--- src/rtl/clock_pkg.sv ---
// Shared definitions for the clock datapath: per-unit modulos, counter FSM
// states, and the binary-to-BCD helper used by the optional BCD outputs.
package clock_pkg;

  localparam int SEC_MODULO  = 60;
  localparam int MIN_MODULO  = 60;
  localparam int HOUR_MODULO = 24;

  typedef enum logic {
    ST_RUN    = 1'b0,
    ST_ADJUST = 1'b1
  } cnt_state_t;

  // Packs {tens, units} of a 0..99 binary value; the constant divisor keeps it a small ROM-like block.
  function automatic logic [7:0] bin_to_bcd(input logic [7:0] bin);
    return {4'(bin / 8'd10), 4'(bin % 8'd10)};
  endfunction

endpackage

--- src/rtl/rise_edge_det.sv ---
// Single-bit rising-edge detector: pulses for one cycle when d_i goes 0 -> 1.
// The history register clears on reset, so a level already high at release reads as an edge.
module rise_edge_det (
  input  logic clk_i,
  input  logic rstn_i,
  input  logic d_i,
  output logic edge_o
);

  logic level_q;

  always_ff @(posedge clk_i) begin
    if (!rstn_i) level_q <= 1'b0;
    else         level_q <= d_i;
  end

  assign edge_o = d_i & ~level_q;

endmodule

--- src/rtl/time_unit_counter.sv ---
// Chainable modulo-MODULO time-unit counter with RUN/ADJUST modes and direct load.
// Optional BCD outputs are compiled in when the macro BCD_OUT_EN is defined.
module time_unit_counter
  import clock_pkg::*;
#(
  parameter  int MODULO = SEC_MODULO,
  localparam int WIDTH  = $clog2(MODULO)
) (
  input  logic             clk_i,
  input  logic             rstn_i,
  input  logic             tick_i,
  input  logic             adj_mode_i,
  input  logic             inc_i,
  input  logic             dec_i,
  input  logic             load_i,
  input  logic [WIDTH-1:0] load_val_i,
  output logic [WIDTH-1:0] value_o,
  output logic             carry_o,
  output logic             adj_o
`ifdef BCD_OUT_EN
  ,
  output logic [3:0]       bcd_tens_o,
  output logic [3:0]       bcd_units_o
`endif
);

  localparam logic [WIDTH-1:0] MAX_VAL = WIDTH'(MODULO - 1);
  localparam logic [WIDTH-1:0] ONE     = WIDTH'(1);

  if (MODULO < 2 || MODULO > 256) begin : g_bad_modulo
    $error("time_unit_counter: MODULO must be in 2..256");
  end

  cnt_state_t       state_q, state_d;
  logic [WIDTH-1:0] value_q, value_d;
  logic             carry_q, carry_d;
  logic             inc_e, dec_e;

  rise_edge_det u_inc_edge (
    .clk_i  (clk_i),
    .rstn_i (rstn_i),
    .d_i    (inc_i),
    .edge_o (inc_e)
  );

  rise_edge_det u_dec_edge (
    .clk_i  (clk_i),
    .rstn_i (rstn_i),
    .d_i    (dec_i),
    .edge_o (dec_e)
  );

  // Priority: load, then adjust edges (ADJUST only), then tick (RUN only).
  always_comb begin
    // NOTE: every output of this block gets a default first, so no path can infer a latch.
    state_d = adj_mode_i ? ST_ADJUST : ST_RUN;
    value_d = value_q;
    carry_d = 1'b0;

    if (load_i) begin
      value_d = (load_val_i > MAX_VAL) ? MAX_VAL : load_val_i;
    end else if (state_q == ST_ADJUST) begin
      if (inc_e && !dec_e) begin
        value_d = (value_q == MAX_VAL) ? '0 : value_q + ONE;
      end else if (dec_e && !inc_e) begin
        value_d = (value_q == '0) ? MAX_VAL : value_q - ONE;
      end
    end else if (tick_i) begin
      if (value_q == MAX_VAL) begin
        value_d = '0;
        carry_d = 1'b1;
      end else begin
        value_d = value_q + ONE;
      end
    end
  end

  always_ff @(posedge clk_i) begin
    // NOTE: state is updated with non-blocking assignments so every register samples pre-edge values.
    if (!rstn_i) begin
      state_q <= ST_RUN;
      value_q <= '0;
      carry_q <= 1'b0;
    end else begin
      state_q <= state_d;
      value_q <= value_d;
      carry_q <= carry_d;
    end
  end

  assign value_o = value_q;
  assign carry_o = carry_q;
  assign adj_o   = (state_q == ST_ADJUST);

`ifdef BCD_OUT_EN
  if (MODULO > 100) begin : g_bad_bcd_modulo
    $error("time_unit_counter: MODULO must not exceed 100 with BCD_OUT_EN");
  end

  logic [7:0] bcd_q;

  // Fed from value_d so the BCD digits change on the same edge as value_o.
  always_ff @(posedge clk_i) begin
    if (!rstn_i) bcd_q <= '0;
    else         bcd_q <= bin_to_bcd(8'(value_d));
  end

  assign bcd_tens_o  = bcd_q[7:4];
  assign bcd_units_o = bcd_q[3:0];
`endif

endmodule

--- config.mk ---
export PLATFORM = sky130hd
export DESIGN_NAME = time_unit_counter
export DESIGN_NICKNAME = d
export VERILOG_FILES = /design/src/rtl/clock_pkg.sv /design/src/rtl/rise_edge_det.sv /design/src/rtl/time_unit_counter.sv
export SDC_FILE = /design/constraint.sdc
export NUM_CORES = 1
export LEC_CHECK = 0
export BUFFER_PORTS_ARGS = -buffer_cell sky130_fd_sc_hd__buf_2
export CAP_MARGIN = 20
export CORE_MARGIN = 2
export CORE_UTILIZATION = 50
export CTS_CLUSTER_DIAMETER = 40
export DETAILED_ROUTE_END_ITERATION = 8
export GPL_ROUTABILITY_DRIVEN = 1
export PLACE_DENSITY = 0.77
export SETUP_SLACK_MARGIN = 0.05
export SYNTH_ARGS = -nofsm -noshare
export SYNTH_HDL_FRONTEND = slang
export SYNTH_HIERARCHICAL = 1
export SYNTH_SLANG_ARGS = --single-unit
export TNS_END_PERCENT = 20
--- constraint.sdc ---
create_clock -name clk_i -period 1.7 [get_ports clk_i]
set_input_delay 0.085 -clock clk_i [delete_from_list [all_inputs] [get_ports clk_i]]
set_output_delay 0.085 -clock clk_i [all_outputs]
set_load 0.01 [all_outputs]
==> Yosys cells after proc, flatten, opt, wreduce, memory -nomap -nowiden <==
Index checks and enable logic that the tools add are counted.
{ "word_totals": {"ff_bits": 10, "out_inout_bits": 8, "wordCells": 34} }
{ "classes": {"n_addsub": 2, "order_cmp": 1, "n_eq_ne": 2, "n_mux": 10, "bitwise": 6, "n_reduce_logical": 8} }
{ "op_table": {"columns": ["op", "n"], "rows": [
  ["6-bit 2-to-1 mux", 8],
  ["6-bit by 1-bit adder with 6-bit output (second input constant)", 1],
  ["6-bit equality test (second input constant)", 1],
  ["6-bit > comparator (second input constant)", 1],
  ["6-bit logical NOT", 1],
  ["6-bit by 1-bit subtractor with 6-bit output (second input constant)", 1],
  ["4-bit by 2-bit inequality test with 1-bit output (second input constant)", 1],
  ["1-bit NOT", 4],
  ["4-bit OR reduction", 1],
  ["3-bit nonzero test", 1],
  ["1-bit AND", 2],
  ["1-bit logical AND", 2],
  ["1-bit logical NOT", 2],
  ["1-bit 2-to-1 mux", 2],
  ["2-bit AND reduction", 1]
]} }

==> Longest topological paths before layout <==
{ "logic_depth": {"ltp_word": 8, "mapped_depth": 9, "depth_no_buf": 8} }

==> Modules after synthesis <==
The synthesis kept the hierarchy.
{ "by_module_without_submodules": {"columns": ["module", "instances", "cells_each", "area_per_inst_um2", "seq_area_each_um2"], "rows": [
  ["time_unit_counter", 1, 91, 700.7, 160.2],
  ["rise_edge_det", 2, 3, 40.0, 20.0]
]} }

==> Worst setup path after synthesis <==
Ideal clock, no wire load.
{ "synth_timing": {"path_type": "flip-flop to flip-flop", "start": "reg u_dec_edge.level_q", "end": "reg value_q[2], in the netlist value_o[2]", "arrival_ns": 1.406, "path_slack_ns": 0.158, "path_stages_with_launch": 10, "n_path_buf": 1, "period_less_slack_ns": 1.542, "cell_sequence": "dfxtp_1 > nor2b_4 > inv_1 > ha_1 > nor2b_1 > buf_6 > a311oi_2 > a311o_1 > o211ai_1 > a221oi_2"} }
{ "synth_between": {"elab_chain_len": 7, "word_cells_on_any_way": 10} }
{ "synth_lines": {"columns": ["item", "line", "source"], "rows": [
  ["start: declaration", "rise_edge_det.sv:10", "logic level_q;"],
  ["start signal: assignment", "rise_edge_det.sv:14", "else level_q <= d_i;"],
  ["1-bit NOT (*)", "rise_edge_det.sv:17", "assign edge_o = d_i & ~level_q;"],
  ["1-bit AND (*)", "rise_edge_det.sv:17", null],
  ["via dec_e", "time_unit_counter.sv:37", "logic inc_e, dec_e;"],
  ["1-bit logical NOT", "time_unit_counter.sv:63", "if (inc_e && !dec_e) begin"],
  ["1-bit logical AND", "time_unit_counter.sv:63", null],
  ["6-bit 2-to-1 mux", "time_unit_counter.sv:63", null],
  ["6-bit 2-to-1 mux", "time_unit_counter.sv:62", "end else if (state_q == ST_ADJUST) begin"],
  ["6-bit 2-to-1 mux", "time_unit_counter.sv:60", "if (load_i) begin"],
  ["end signal: assignment", "time_unit_counter.sv:86", "value_q <= value_d;"],
  ["end: declaration", "time_unit_counter.sv:35", "logic [WIDTH-1:0] value_q, value_d;"]
]} }
The timed path passes the listed nets; every way through them passes the cells marked *.
A chain may end at the register's enable or synchronous reset.

==> Final worst setup path <==
{ "layout_timing": {"start": "reg value_q[0], in the netlist value_o[0]", "end": "reg value_q[2], in the netlist value_o[2]"} }
{ "layout_between": {"elab_chain_len": 6, "word_cells_on_any_way": 11} }
{ "layout_lines": {"columns": ["item", "line", "source"], "rows": [
  ["6-bit by 1-bit subtractor with 6-bit output / 6-bit logical NOT (equally long branches)", "time_unit_counter.sv:66", "value_d = (value_q == '0) ? MAX_VAL : value_q - ONE;"],
  ["6-bit 2-to-1 mux", "time_unit_counter.sv:66", null],
  ["6-bit 2-to-1 mux", "time_unit_counter.sv:65", "end else if (dec_e && !inc_e) begin"],
  ["6-bit 2-to-1 mux", "time_unit_counter.sv:63", null],
  ["6-bit 2-to-1 mux (*)", "time_unit_counter.sv:62", null],
  ["6-bit 2-to-1 mux (*)", "time_unit_counter.sv:60", null]
]} }
Every way passes the cells marked *; elsewhere a longest branch is shown, timed or not. The select of a mux whose other input is x is not followed.

==> results.py <==
metrics = {
    "run_status": {
        "status": "finished, final reports clean",
    },
    "yosys": {
        "synth_area_sq_um": 780.7,
        "synth_seq_cells": 10,
        "seq_area_frac_synth_pct": 25.64,
        "async_reset_ff_share_pct": 0,
        "ys_warn_count": 6,
        "syn_nets": 114,
        "syn_inst": 97,
        "synth_edf_count": 0,
        "syn_area_per_cell_sq_um": 8.049,
        "synth_ff_type": "dfxtp_1",
        "synth.distinct_cells": 39,
    },
    "sta": {
        "setup_slack_ns": 0.09541,
        "slew_violations": 0,
        "worstMarginPinSlew_ns": 0.3348,
        "tns_ns": 0,
        "rsz0062_at_grt": "yes",
        "hold_viol_final": 0,
        "fin_crit_sh_pct": 94.39,
        "relSlewSlack_pct": 77.65,
        "clock.fmax_mhz": 623.2,
        "skew_ns": 0.004995,
        "post-route-min-period_ns": 1.605,
        "setup_viol": 0,
    },
    "routing": {
        "drt_first_iter_violations": 35,
        "vias": 834,
        "wl_microns": 2083,
        "first_pass_iters": 4,
        "via_per_inst": 6.000,
        "drc": 0,
        "postRouteAntennaNets": 0,
        "routedWlPerCell_microns": 14.99,
    },
    "power_and_ir_drop": {
        "worst_ir_drop_vdd_mv": 0.4606,
        "leakagePower_nw": 0.4347,
        "p_per_area_nw_per_um2": 745.4,
    },
    "grt": {
        "grt_pass1_wl_microns": 3498,
        "grt_use_total_pct": 25.15,
        "grt_max_degree": 12,
        "overflow": 0,
        "grt_pass1_vias": 785,
        "antenna_found_initial": 0,
    },
    "clock_tree": {
        "numClockSinks": 10,
        "root_buffer": "clkbuf_4",
        "cts_buffers": 3,
        "clk_pin_slew_worst_paths_ns": 0.07,
        "cts_tree": "yes",
        "htreeDepth": 1,
        "clock_path_buffers": 2,
        "clock_latency_ns": 0.27,
    },
    "hold_path": {
        "hp-class": "input pin to register",
    },
    "final_layout": {
        "diodes": 0,
        "area_growth_pct": 25.16,
        "drive_above_1_share_pct": 35.77,
        "fin_nets": 141,
    },
    "place": {
        "port_buffers": 20,
        "hpwl_microns": 1519,
        "gp_congestion": 0.8418,
        "post-place-ws_ns": 0.06844,
    },
    "floorplanning": {
        "fp.dieH_microns": 43.52,
        "start_util_pct": 52.44,
        "die_width_microns": 43.52,
        "die-area_sq_um": 1894,
        "coreArea_sq_um": 1489,
        "rows": 14,
        "ios": 21,
    },
    "setup_path": {
        "regToRegStartpoint": "value_o[0]$_SDFFE_PN0P_",
        "endpoint_kind": "register",
        "r2r_end": "value_o[2]$_SDFFE_PN0P_",
        "path_max_fanout": 8,
        "crit_path_top_delay_cell": "a311o_1",
        "crit_path_end": "value_o[2]$_SDFFE_PN0P_",
        "critical_path_class": "register to register",
        "worst_setup_path_start_kind": "register",
        "rr_worst_depth": 7,
        "critPathArrivalTime_ns": 1.75,
        "cp_data_required_time_ns": 1.84,
        "cp-startpoint": "value_o[0]$_SDFFE_PN0P_",
        "r2r_slack_ns": 0.1,
        "path_cells": "inv_1 -> ha_1 -> nor2b_2 -> nand2_1 -> a311o_1 -> o211ai_1 -> a221oi_2",
        "slowest_delay_ns": 0.39,
    },
    "job": {
        "cap_violations": 0,
    },
}
-- area by class of cell --
| cell class | count | area (sq um) |
|---|---|---|
| fill | 136 | 511.7 |
| tap | 16 | 20.02 |
| timing repair buffer | 27 | 156.4 |
| inverter | 10 | 37.54 |
| sequential | 10 | 203.9 |
| multi-input combinational | 72 | 523.0 |
| clock buffer | 4 | 36.28 |
-- sequential cells by signal, summed over array words and instances (netlist names) --
| name | count |
|---|---|
| adj_o | 1 |
| carry_o | 1 |
| u_dec_edge/level_q | 1 |
| u_inc_edge/level_q | 1 |
| value_o | 6 |
-- how the worst min path moves through the flow --
| stage | start | end | slack (ns) | cells after the start |
|---|---|---|---|---|
| detailed placement | adj_mode_i | adj_o$_SDFF_PN0_ | 0.31 | 2 |
| global route | adj_mode_i | adj_o$_SDFF_PN0_ | 0.03 | 2 |
| finish | inc_i | u_inc_edge/level_q$_SDFF_PN0_ | 0.04 | 2 |
| global placement | adj_mode_i | adj_o$_SDFF_PN0_ | 0.29 | 2 |
| floorplan | tick_i | carry_o$_SDFF_PP0_ | 0.20 | 2 |
| CTS | adj_mode_i | adj_o$_SDFF_PN0_ | 0.03 | 2 |
-- timing repair --
item / 4_1_cts / 5_1_grt
endpoints found under the setup margin: 1 / 5
hold buffers: 0 / 0
setup buffers: 0 / 3
gates resized for setup: 2 / 7
-- layer usage --
layer  track usage, %  vias to the layer above  routed length, microns
met2            40.90                       39                     995
li1                 -                      406                       -
met1            32.56                      389                     878
met3            7.500                        0                     209
met4            6.667                        0                       0
met5                0                        -                       0
-- placed cells by master, fill, tap and decap left out, types with 2 or more instances in the layout --
master	Yosys	final
a21oi_1	6	6
a22oi_1	2	2
a31oi_1	2	2
and2_1	3	3
buf_2	1	20
buf_4	0	6
clkbuf_4	0	3
dfxtp_1	10	7
dfxtp_2	0	3
ha_1	4	3
inv_1	10	10
nand2_1	9	9
nand3_1	4	4
nand4_1	3	3
nor2_1	5	5
nor2b_1	4	2
nor2b_2	0	2
nor2b_4	2	2
nor3_1	2	2
o211ai_1	2	2
o21ai_1	1	2
o221ai_1	2	2
o31ai_1	2	2
xnor2_1	2	2
-- worst max-delay path: cells and delay by family (launching register included) --
| family | cells | cell delay (ns) |
|---|---|---|
| DFF | 1 | 0.36 |
| buffers and inverters | 1 | 0.10 |
| and+or+nand+nor | 2 | 0.25 |
| AOI/OAI and AO/OA | 3 | 0.61 |
| adders and majority gates | 1 | 0.17 |
-- stage by stage --
stage | total power, mW | instances | utilization (%) | hold slack (ns) | area [sq um]
global route | 0.7745 | 139 | 65.63 | 0.02813 | 977.2
detailed placement | 0.4980 | 132 | 60.17 | 0.3100 | 895.9
CTS | 0.7159 | 136 | 63.03 | 0.02930 | 938.4
global placement | 0.4931 | 132 | 60.17 | 0.2901 | 895.9
floorplan | 0.4345 | 97 | - | 0.2041 | 780.7
finish | 0.7284 | 139 | 65.63 | 0.03623 | 977.2
-- cells in the mapped netlist (2+ instances only) --
| cell | instances | area (sq um) |
|---|---|---|
| a22oi_1 | 2 | 15.01 |
| nor2b_1 | 4 | 25.02 |
| nand3_1 | 4 | 20.02 |
| o211ai_1 | 2 | 15.01 |
| buf_6 | 2 | 22.52 |
| nand4_1 | 3 | 18.77 |
| a31oi_1 | 2 | 12.51 |
| o31ai_1 | 2 | 15.01 |
| ha_1 | 4 | 50.05 |
| xnor2_1 | 2 | 17.52 |
| nor2b_4 | 2 | 27.53 |
| inv_1 | 10 | 37.54 |
| a21oi_1 | 6 | 30.03 |
| o221ai_1 | 2 | 17.52 |
| nand2_1 | 9 | 33.78 |
| and2_1 | 3 | 18.77 |
| clkbuf_1 | 2 | 7.510 |
| nor3_1 | 2 | 10.01 |
| nor2_1 | 5 | 18.77 |
| dfxtp_1 | 10 | 200.2 |
-- where the power goes --
group | total [mW] | switching, mW | internal [mW]
Combinational | 0.228 | 0.122 | 0.106
Clock | 0.212 | 0.0818 | 0.130
Sequential | 0.288 | 0.0347 | 0.254
-- cell families after synthesis --
group	after synthesis	synth area share, %
simple gates	37	27.25
flops	10	25.64
mux	1	1.282
xor+xnor	3	3.366
fa+ha+maj	4	6.411
compound gates	27	26.76
buf+inv	15	9.295
Note: power is estimated with default switching activity, not from simulation.
